## config.mk

```make
export PLATFORM = sky130hd
export DESIGN_NAME = data_cache_wt_flat
export DESIGN_NICKNAME = d
export VERILOG_FILES = /design/src/rtl/data_cache_wt_if.sv /design/src/rtl/data_cache_wt.sv /design/src/flat_wrapper.sv
export SDC_FILE = /design/constraint.sdc
export NUM_CORES = 2
export LEC_CHECK = 0
export CAP_MARGIN = 20
export CORE_MARGIN = 4
export CORE_UTILIZATION = 44
export CTS_BUF_LIST = sky130_fd_sc_hd__clkbuf_16
export DETAILED_ROUTE_END_ITERATION = 16
export PLACE_DENSITY = 0.66
export RECOVER_POWER = 100
export SYNTH_ARGS = -nofsm -noshare
export SYNTH_HDL_FRONTEND = slang
export SYNTH_SLANG_ARGS = --single-unit
```

## constraint.sdc

```tcl
create_clock -name clk -period 6 [get_ports clk]
set_clock_uncertainty 0.15 [all_clocks]
set_input_delay 1.2 -clock clk [delete_from_list [all_inputs] [get_ports clk]]
set_output_delay 1.2 -clock clk [all_outputs]
set_load 0.005 [all_outputs]
```

## src/rtl/data_cache_wt_if.sv

```systemverilog
// +-------------------------------------------------------------------------+
// | Module  : data_cache_wt_if                                              |
// | Purpose : CPU load/store port and word-wide memory port of the cache    |
// | Rev     : 1.0  initial release                                          |
// +-------------------------------------------------------------------------+
`default_nettype none

interface data_cache_wt_if #(
  parameter int WIDTH = 32
);
  logic             cpu_req;
  logic             cpu_we;
  logic [2:0]       cpu_mode;
  logic [WIDTH-1:0] cpu_addr;
  logic [WIDTH-1:0] cpu_wdata;
  logic             cpu_ready;
  logic [WIDTH-1:0] cpu_rdata;

  logic             mem_req;
  logic             mem_we;
  logic [WIDTH-1:0] mem_addr;
  logic [WIDTH-1:0] mem_wdata;
  logic [3:0]       mem_wstrb;
  logic             mem_ack;
  logic [WIDTH-1:0] mem_rdata;

  // Environment view: pipeline on one side, data_memory on the other.
  modport master (
    output cpu_req, cpu_we, cpu_mode, cpu_addr, cpu_wdata,
    input  cpu_ready, cpu_rdata,
    input  mem_req, mem_we, mem_addr, mem_wdata, mem_wstrb,
    output mem_ack, mem_rdata
  );

  modport slave (
    input  cpu_req, cpu_we, cpu_mode, cpu_addr, cpu_wdata,
    output cpu_ready, cpu_rdata,
    output mem_req, mem_we, mem_addr, mem_wdata, mem_wstrb,
    input  mem_ack, mem_rdata
  );
endinterface

`default_nettype wire

```

## src/rtl/data_cache_wt.sv

```systemverilog
// +-------------------------------------------------------------------------+
// | Module  : data_cache_wt                                                 |
// | Purpose : Direct-mapped write-through, no-write-allocate data cache     |
// | Rev     : 1.0  initial release                                          |
// +-------------------------------------------------------------------------+
`default_nettype none

module data_cache_wt #(
  parameter int WIDTH = 32,
  parameter int SETS  = 64
) (
  input  wire logic        clk,
  input  wire logic        rst_n,
  data_cache_wt_if.slave   bus,
  output logic [31:0]      hit_count,
  output logic [31:0]      miss_count
);

  localparam int IDX  = $clog2(SETS);
  localparam int TAGW = WIDTH - 2 - IDX;

  localparam logic [2:0] MODE_W  = 3'b001;
  localparam logic [2:0] MODE_H  = 3'b010;
  localparam logic [2:0] MODE_B  = 3'b011;
  localparam logic [2:0] MODE_HU = 3'b100;
  localparam logic [2:0] MODE_BU = 3'b101;

  localparam logic [WIDTH-1:0] WORD_MASK = {{(WIDTH-2){1'b1}}, 2'b00};

  typedef enum logic [1:0] {
    IDLE  = 2'd0,
    FILL  = 2'd1,
    WRITE = 2'd2,
    RESP  = 2'd3
  } state_t;

  state_t state, state_next;

  logic [SETS-1:0]  valid;
  logic [TAGW-1:0]  tag_mem  [SETS];
  logic [WIDTH-1:0] data_mem [SETS];
  logic [2:0]       req_mode;

  logic [IDX-1:0]   cpu_idx, line_idx;
  logic [TAGW-1:0]  cpu_tag, line_tag;
  logic             mode_ok, cpu_hit, line_hit;
  logic             do_hit, do_miss, do_store, do_invalid, fill_done, write_done;

  function automatic logic [31:0] extract(input logic [31:0] w, input logic [2:0] m);
    case (m)
      MODE_W:  extract = w;
      MODE_H:  extract = {{16{w[31]}}, w[31:16]};
      MODE_HU: extract = {16'h0, w[31:16]};
      MODE_B:  extract = {{24{w[31]}}, w[31:24]};
      MODE_BU: extract = {24'h0, w[31:24]};
      default: extract = 32'h0;
    endcase
  endfunction

  function automatic logic [31:0] merge(input logic [31:0] old, input logic [31:0] wd,
                                        input logic [3:0] strb);
    merge = old;
    for (int j = 0; j < 4; j++)
      if (strb[j]) merge[8*j +: 8] = wd[8*j +: 8];
  endfunction

  // The in-flight access is identified by the registered mem_addr, so a
  // fill or write-hit updates the line that was actually sent to memory.
  assign cpu_idx  = bus.cpu_addr[2+IDX-1:2];
  assign cpu_tag  = bus.cpu_addr[WIDTH-1:2+IDX];
  assign line_idx = bus.mem_addr[2+IDX-1:2];
  assign line_tag = bus.mem_addr[WIDTH-1:2+IDX];
  assign mode_ok  = (bus.cpu_mode >= MODE_W) && (bus.cpu_mode <= MODE_BU);
  assign cpu_hit  = valid[cpu_idx] && (tag_mem[cpu_idx] == cpu_tag);
  assign line_hit = valid[line_idx] && (tag_mem[line_idx] == line_tag);

  always_ff @(posedge clk) begin
    if (!rst_n) state <= IDLE;
    else        state <= state_next;
  end

  always_comb begin
    state_next = state;
    do_hit     = 1'b0;
    do_miss    = 1'b0;
    do_store   = 1'b0;
    do_invalid = 1'b0;
    fill_done  = 1'b0;
    write_done = 1'b0;
    case (state)
      IDLE: begin
        if (bus.cpu_req) begin
          if (!mode_ok) begin
            do_invalid = 1'b1;
            state_next = RESP;
          end else if (bus.cpu_we) begin
            do_store   = 1'b1;
            state_next = WRITE;
          end else if (cpu_hit) begin
            do_hit     = 1'b1;
            state_next = RESP;
          end else begin
            do_miss    = 1'b1;
            state_next = FILL;
          end
        end
      end
      FILL: begin
        if (bus.mem_ack) begin
          fill_done  = 1'b1;
          state_next = RESP;
        end
      end
      WRITE: begin
        if (bus.mem_ack) begin
          write_done = 1'b1;
          state_next = RESP;
        end
      end
      RESP:    state_next = IDLE;
      default: state_next = IDLE;
    endcase
  end

  always_ff @(posedge clk) begin
    if (!rst_n) begin
      valid         <= '0;
      hit_count     <= '0;
      miss_count    <= '0;
      req_mode      <= '0;
      bus.cpu_ready <= 1'b0;
      bus.cpu_rdata <= '0;
      bus.mem_req   <= 1'b0;
      bus.mem_we    <= 1'b0;
      bus.mem_addr  <= '0;
      bus.mem_wdata <= '0;
      bus.mem_wstrb <= '0;
    end else begin
      bus.cpu_ready <= (state_next == RESP);
      if (do_invalid) bus.cpu_rdata <= '0;
      if (do_hit) begin
        bus.cpu_rdata <= extract(data_mem[cpu_idx], bus.cpu_mode);
        if (hit_count != 32'hFFFF_FFFF) hit_count <= hit_count + 32'd1;
      end
      if (do_miss) begin
        if (miss_count != 32'hFFFF_FFFF) miss_count <= miss_count + 32'd1;
        req_mode      <= bus.cpu_mode;
        bus.mem_req   <= 1'b1;
        bus.mem_we    <= 1'b0;
        bus.mem_addr  <= bus.cpu_addr & WORD_MASK;
        bus.mem_wdata <= '0;
        bus.mem_wstrb <= 4'b0000;
      end
      if (do_store) begin
        bus.mem_req  <= 1'b1;
        bus.mem_we   <= 1'b1;
        bus.mem_addr <= bus.cpu_addr & WORD_MASK;
        case (bus.cpu_mode)
          MODE_W: begin
            bus.mem_wstrb <= 4'b1111;
            bus.mem_wdata <= bus.cpu_wdata;
          end
          MODE_H, MODE_HU: begin
            bus.mem_wstrb <= 4'b1100;
            bus.mem_wdata <= {bus.cpu_wdata[15:0], 16'h0};
          end
          default: begin
            bus.mem_wstrb <= 4'b1000;
            bus.mem_wdata <= {bus.cpu_wdata[7:0], 24'h0};
          end
        endcase
      end
      if (fill_done) begin
        bus.mem_req     <= 1'b0;
        valid[line_idx] <= 1'b1;
        bus.cpu_rdata   <= extract(bus.mem_rdata, req_mode);
      end
      if (write_done) begin
        bus.mem_req   <= 1'b0;
        bus.cpu_rdata <= '0;
      end
    end
  end

  // Tag/data arrays need no reset: the valid bits gate every lookup.
  always_ff @(posedge clk) begin
    if (rst_n) begin
      if (fill_done) begin
        tag_mem[line_idx]  <= line_tag;
        data_mem[line_idx] <= bus.mem_rdata;
      end
      if (write_done && line_hit)
        data_mem[line_idx] <= merge(data_mem[line_idx], bus.mem_wdata, bus.mem_wstrb);
    end
  end

endmodule

`default_nettype wire
```

## src/flat_wrapper.sv

```systemverilog
// flat-port wrapper written by rule: the top's interface ports become plain ports
module data_cache_wt_flat 
#(
  parameter int WIDTH = 32,
  parameter int SETS  = 64
)
  (clk, rst_n, hit_count, miss_count, bus_cpu_req, bus_cpu_we, bus_cpu_mode, bus_cpu_addr, bus_cpu_wdata, bus_cpu_ready, bus_cpu_rdata, bus_mem_req, bus_mem_we, bus_mem_addr, bus_mem_wdata, bus_mem_wstrb, bus_mem_ack, bus_mem_rdata);
  data_cache_wt_if #(.WIDTH(WIDTH)) bus_i ();
  input  wire logic clk;
  input  wire logic rst_n;
  output logic [31:0] hit_count;
  output logic [31:0] miss_count;
  input wire logic [$bits(bus_i.cpu_req)-1:0] bus_cpu_req;
  input wire logic [$bits(bus_i.cpu_we)-1:0] bus_cpu_we;
  input wire logic [$bits(bus_i.cpu_mode)-1:0] bus_cpu_mode;
  input wire logic [$bits(bus_i.cpu_addr)-1:0] bus_cpu_addr;
  input wire logic [$bits(bus_i.cpu_wdata)-1:0] bus_cpu_wdata;
  output wire logic [$bits(bus_i.cpu_ready)-1:0] bus_cpu_ready;
  output wire logic [$bits(bus_i.cpu_rdata)-1:0] bus_cpu_rdata;
  output wire logic [$bits(bus_i.mem_req)-1:0] bus_mem_req;
  output wire logic [$bits(bus_i.mem_we)-1:0] bus_mem_we;
  output wire logic [$bits(bus_i.mem_addr)-1:0] bus_mem_addr;
  output wire logic [$bits(bus_i.mem_wdata)-1:0] bus_mem_wdata;
  output wire logic [$bits(bus_i.mem_wstrb)-1:0] bus_mem_wstrb;
  input wire logic [$bits(bus_i.mem_ack)-1:0] bus_mem_ack;
  input wire logic [$bits(bus_i.mem_rdata)-1:0] bus_mem_rdata;
  assign bus_i.cpu_req = bus_cpu_req;
  assign bus_i.cpu_we = bus_cpu_we;
  assign bus_i.cpu_mode = bus_cpu_mode;
  assign bus_i.cpu_addr = bus_cpu_addr;
  assign bus_i.cpu_wdata = bus_cpu_wdata;
  assign bus_cpu_ready = bus_i.cpu_ready;
  assign bus_cpu_rdata = bus_i.cpu_rdata;
  assign bus_mem_req = bus_i.mem_req;
  assign bus_mem_we = bus_i.mem_we;
  assign bus_mem_addr = bus_i.mem_addr;
  assign bus_mem_wdata = bus_i.mem_wdata;
  assign bus_mem_wstrb = bus_i.mem_wstrb;
  assign bus_i.mem_ack = bus_mem_ack;
  assign bus_i.mem_rdata = bus_mem_rdata;
  data_cache_wt #(.WIDTH(WIDTH), .SETS(SETS)) u_core (.clk(clk), .rst_n(rst_n), .bus(bus_i), .hit_count(hit_count), .miss_count(miss_count));
endmodule
```

==> flow_summary.json <==
{
  "drtIter0Drc": 14700,
  "synth-async-reset-ratio_pct": 0,
  "cts_resized": 0,
  "slew_headroom_pct": -93.1,
  "num_vias": 93600,
  "grt_max_degree": 113,
  "synth_ff_type": "edfxtp_1",
  "ys_ff_latch": 3822,
  "ff2ff_path_depth": 14,
  "holdPathStages": 1,
  "cap_violations": 64,
  "grt_pass1_vias": 92900,
  "grt_first_pass_wirelength_mm": 732,
  "vdd_drop_max_uv": 254,
  "preCtsSetupSlack_ns": -0.405,
  "hold_class": "reg -> reg",
  "ctsHoldBuffers": 0,
  "critPathSlowestCell": "a2111oi_0",
  "hpwl_mm": 330,
  "worstPathMaxFanout": 27,
  "synthesis.area_sq_um": 162000,
  "clk_latency_ns": 0.96,
  "drive_gt1_share_pct": 29.5,
  "cp_cell_sequence": "buf_16, buf_4, clkbuf_2, mux4_2, mux2i_1, a211oi_1, a2111oi_0, buf_4, xnor2_1, nor3_1, nand3_1, buf_12, o31ai_4, buf_12, clkbuf_2, a222oi_1, nor2_1",
  "ant_nets": 0,
  "end_kind": "flip-flop",
  "post_cts_buffers": 0,
  "via_per_inst": 6.62,
  "synth_top_area_share_pct": 66.3,
  "wl_per_cell_microns": 37.5,
  "fmax_mhz": 168,
  "root_buffer": "clkbuf_16",
  "cp_top_family": "buffers and inverters",
  "outcome": "finished with violations",
  "setup_viol": 0,
  "rows": 222,
  "p_sw_share_pct": 23.3,
  "io_buffers": 266,
  "synthToLayoutAreaGrowth_pct": 16.1,
  "crit_buf_inv": 7,
  "drtPass1Iterations": 8,
  "power_frac_seq_pct": 49.9,
  "synth_edf_count": 3584,
  "fp.dieW_microns": 616,
  "switchingPower_uw": 13800,
  "clkPwrFrac_pct": 40.6,
  "htreeDepth": 5,
  "yosysWarnings": 0,
  "setup.worst_path.start_class": "input port",
  "cts_made_buffers": 396,
  "routabilityCongestion": 0.901,
  "dieArea_sq_um": 379000,
  "combPwrFrac_pct": 9.5,
  "clockBufferDepth": 4,
  "fin_ws_ns": 0.0641,
  "fin_nets": 9084,
  "wirelength_mm": 530,
  "io_pins": 271,
  "synth_cells": 8142,
  "initial_core_util_pct": 44.3,
  "worst_pin_slew_ns": 2.90,
  "violations": "capacitance limit, slew limit",
  "synthDistinctLibCells": 87,
  "fin_crit_sh_pct": 98.9,
  "layout_commonest_cell": "edfxtp_1",
  "p_leak_uw": 0.0615,
  "final_core_util_pct": 51.4,
  "power_uw": 59400,
  "whs_ns": 0.324,
  "crit_cells": 17,
  "clk_pin_slew_ns": 0.06,
  "p_int_uw": 45600,
  "cts_tree": "yes",
  "yosys-top-cells-area": "edfxtp_1 66%, mux4_2 19%, dfxtp_1 2.9%",
  "seq_area_frac_synth_pct": 69.2,
  "worstPathArrival_ns": 6.62,
  "die_height_microns": 616,
  "crit_required_ns": 6.69,
  "yosysTopAreaCell": "edfxtp_1",
  "drc": 0,
  "period_needed_ns": 5.94,
  "powerDensity_nw_per_um2": 315,
  "grt.overflow.total": 0,
  "syn_avg_cell_area_sq_um": 19.9,
  "grt_antenna_before_repair": 24,
  "rsz0062_at_grt": "no",
  "clock-sinks": 3822,
  "mostFrequentLayoutCells": "3,584 x edfxtp_1, 1,391 x mux4_2, 453 x mux2i_1",
  "setup.worst_path.class": "in -> reg",
  "grt_usage_pct": 27.4,
  "core_sq_um": 367000,
  "max_stage_delay_ns": 0.83,
  "drv_slew": 2154,
  "finalHoldViolCount": 0
}
-- cell usage after synthesis (10+ instances only) --
cell	instances
a211oi_1	21
a21o_1	63
a21oi_1	145
a221o_1	40
a221oi_1	14
a22o_1	30
a22oi_1	192
a31oi_1	13
and2_1	31
and3_1	39
buf_1	36
buf_2	184
buf_4	66
buf_6	38
clkbuf_1	228
dfxtp_1	238
edfxtp_1	3584
inv_1	32
mux2_2	66
mux2i_1	453
mux4_2	1391
nand2_1	273
nand2b_1	22
nand3_1	94
nand4_1	47
nor2_1	396
nor2b_1	33
nor3_1	31
nor4_1	11
o211ai_1	13
o21ai_0	61
o21ai_1	10
o22ai_1	16
or3_1	33
xnor2_1	44
xor2_1	15
-- worst register-to-register path: cells and delay by family, from the launching register on --
kind,cells,cell delay (ns)
flops,1,0.62
mux,4,1.92
xor+xnor,1,0.16
buf+inv,6,1.61
simple gates,3,0.82
-- sequential cells by signal, indices dropped and copies added, names as in the netlist, 30 cells and up, named ones only --
register              flops
u_core.bus.mem_wdata     32
u_core.valid             64
u_core.bus.cpu_rdata     32
u_core.hit_count         32
u_core.bus.mem_addr      30
u_core.miss_count        32
u_core.tag_mem         1536
u_core.data_mem        2048
-- layout make-up --
class / count / area (sq um)
Antenna cell: 18 / 45.0
Clock buffer: 403 / 10100
Clock inverter: 328 / 2570
Fill cell: 28800 / 178000
Inverter: 34 / 134
Multi-Input combinational cell: 3733 / 47400
Sequential cell: 3822 / 112000
Tap cell: 4816 / 6030
Timing Repair Buffer: 986 / 9930
-- power by group through the flow --
stage               clock (uW)  sequential, uW  combinational (uW)
floorplan                    0           30200                3260
detailed placement           0           30300                5530
global route             25500           29700                5830
global placement             0           30300                5450
finish                   24100           29700                5620
CTS                      24400           29700                5550
-- logic make-up after synthesis --
family                     count (synthesis)  synth area share [%]
DFF                                     3822                  69.2
AOI/OAI and AO/OA                        694                  3.01
other                                      1               0.00231
xor gates and xnor gates                  59                 0.318
and+or+nand+nor                         1061                  3.04
adders and majority gates                  7                0.0539
muxes                                   1910                  22.5
buffers and inverters                    588                  1.84
-- path summary, 6_finish.rpt --
check / startpoint / to / slack (ns)
setup / recovery: bus_cpu_addr[2] / u_core.bus.mem_wdata[18] / 0.06
hold / removal: u_core.valid[62] / u_core.valid[62] / 0.32
setup reg to reg: flip-flop / u_core.data_mem[26][18] / 0.17
hold reg to reg: u_core.valid[62] / u_core.valid[62] / 0.32
-- layer usage --
layer	vias to the layer above	share of wire (%)	track usage, %
met2	6861	46	42.1
met5	-	0.017	0
met4	14	6.4	14.2
li1	36100	-	-
met3	1426	12	6.73
met1	49200	35	36.5
-- through the flow --
| step | setup TNS [ns] | cells | area (sq um) |
|---|---|---|---|
| 3_3_place_gp | -38.32 | 13400 | 177000 |
| 5_1_grt | 0 | 14100 | 189000 |
| 3_5_place_dp | -41.85 | 13400 | 177000 |
| 6_report | 0 | 14100 | 189000 |
| 2_1_floorplan | 0 | 8143 | 162000 |
| 4_1_cts | 0 | 14100 | 190000 |
No activity file was read; power rests on OpenSTA's default activity.
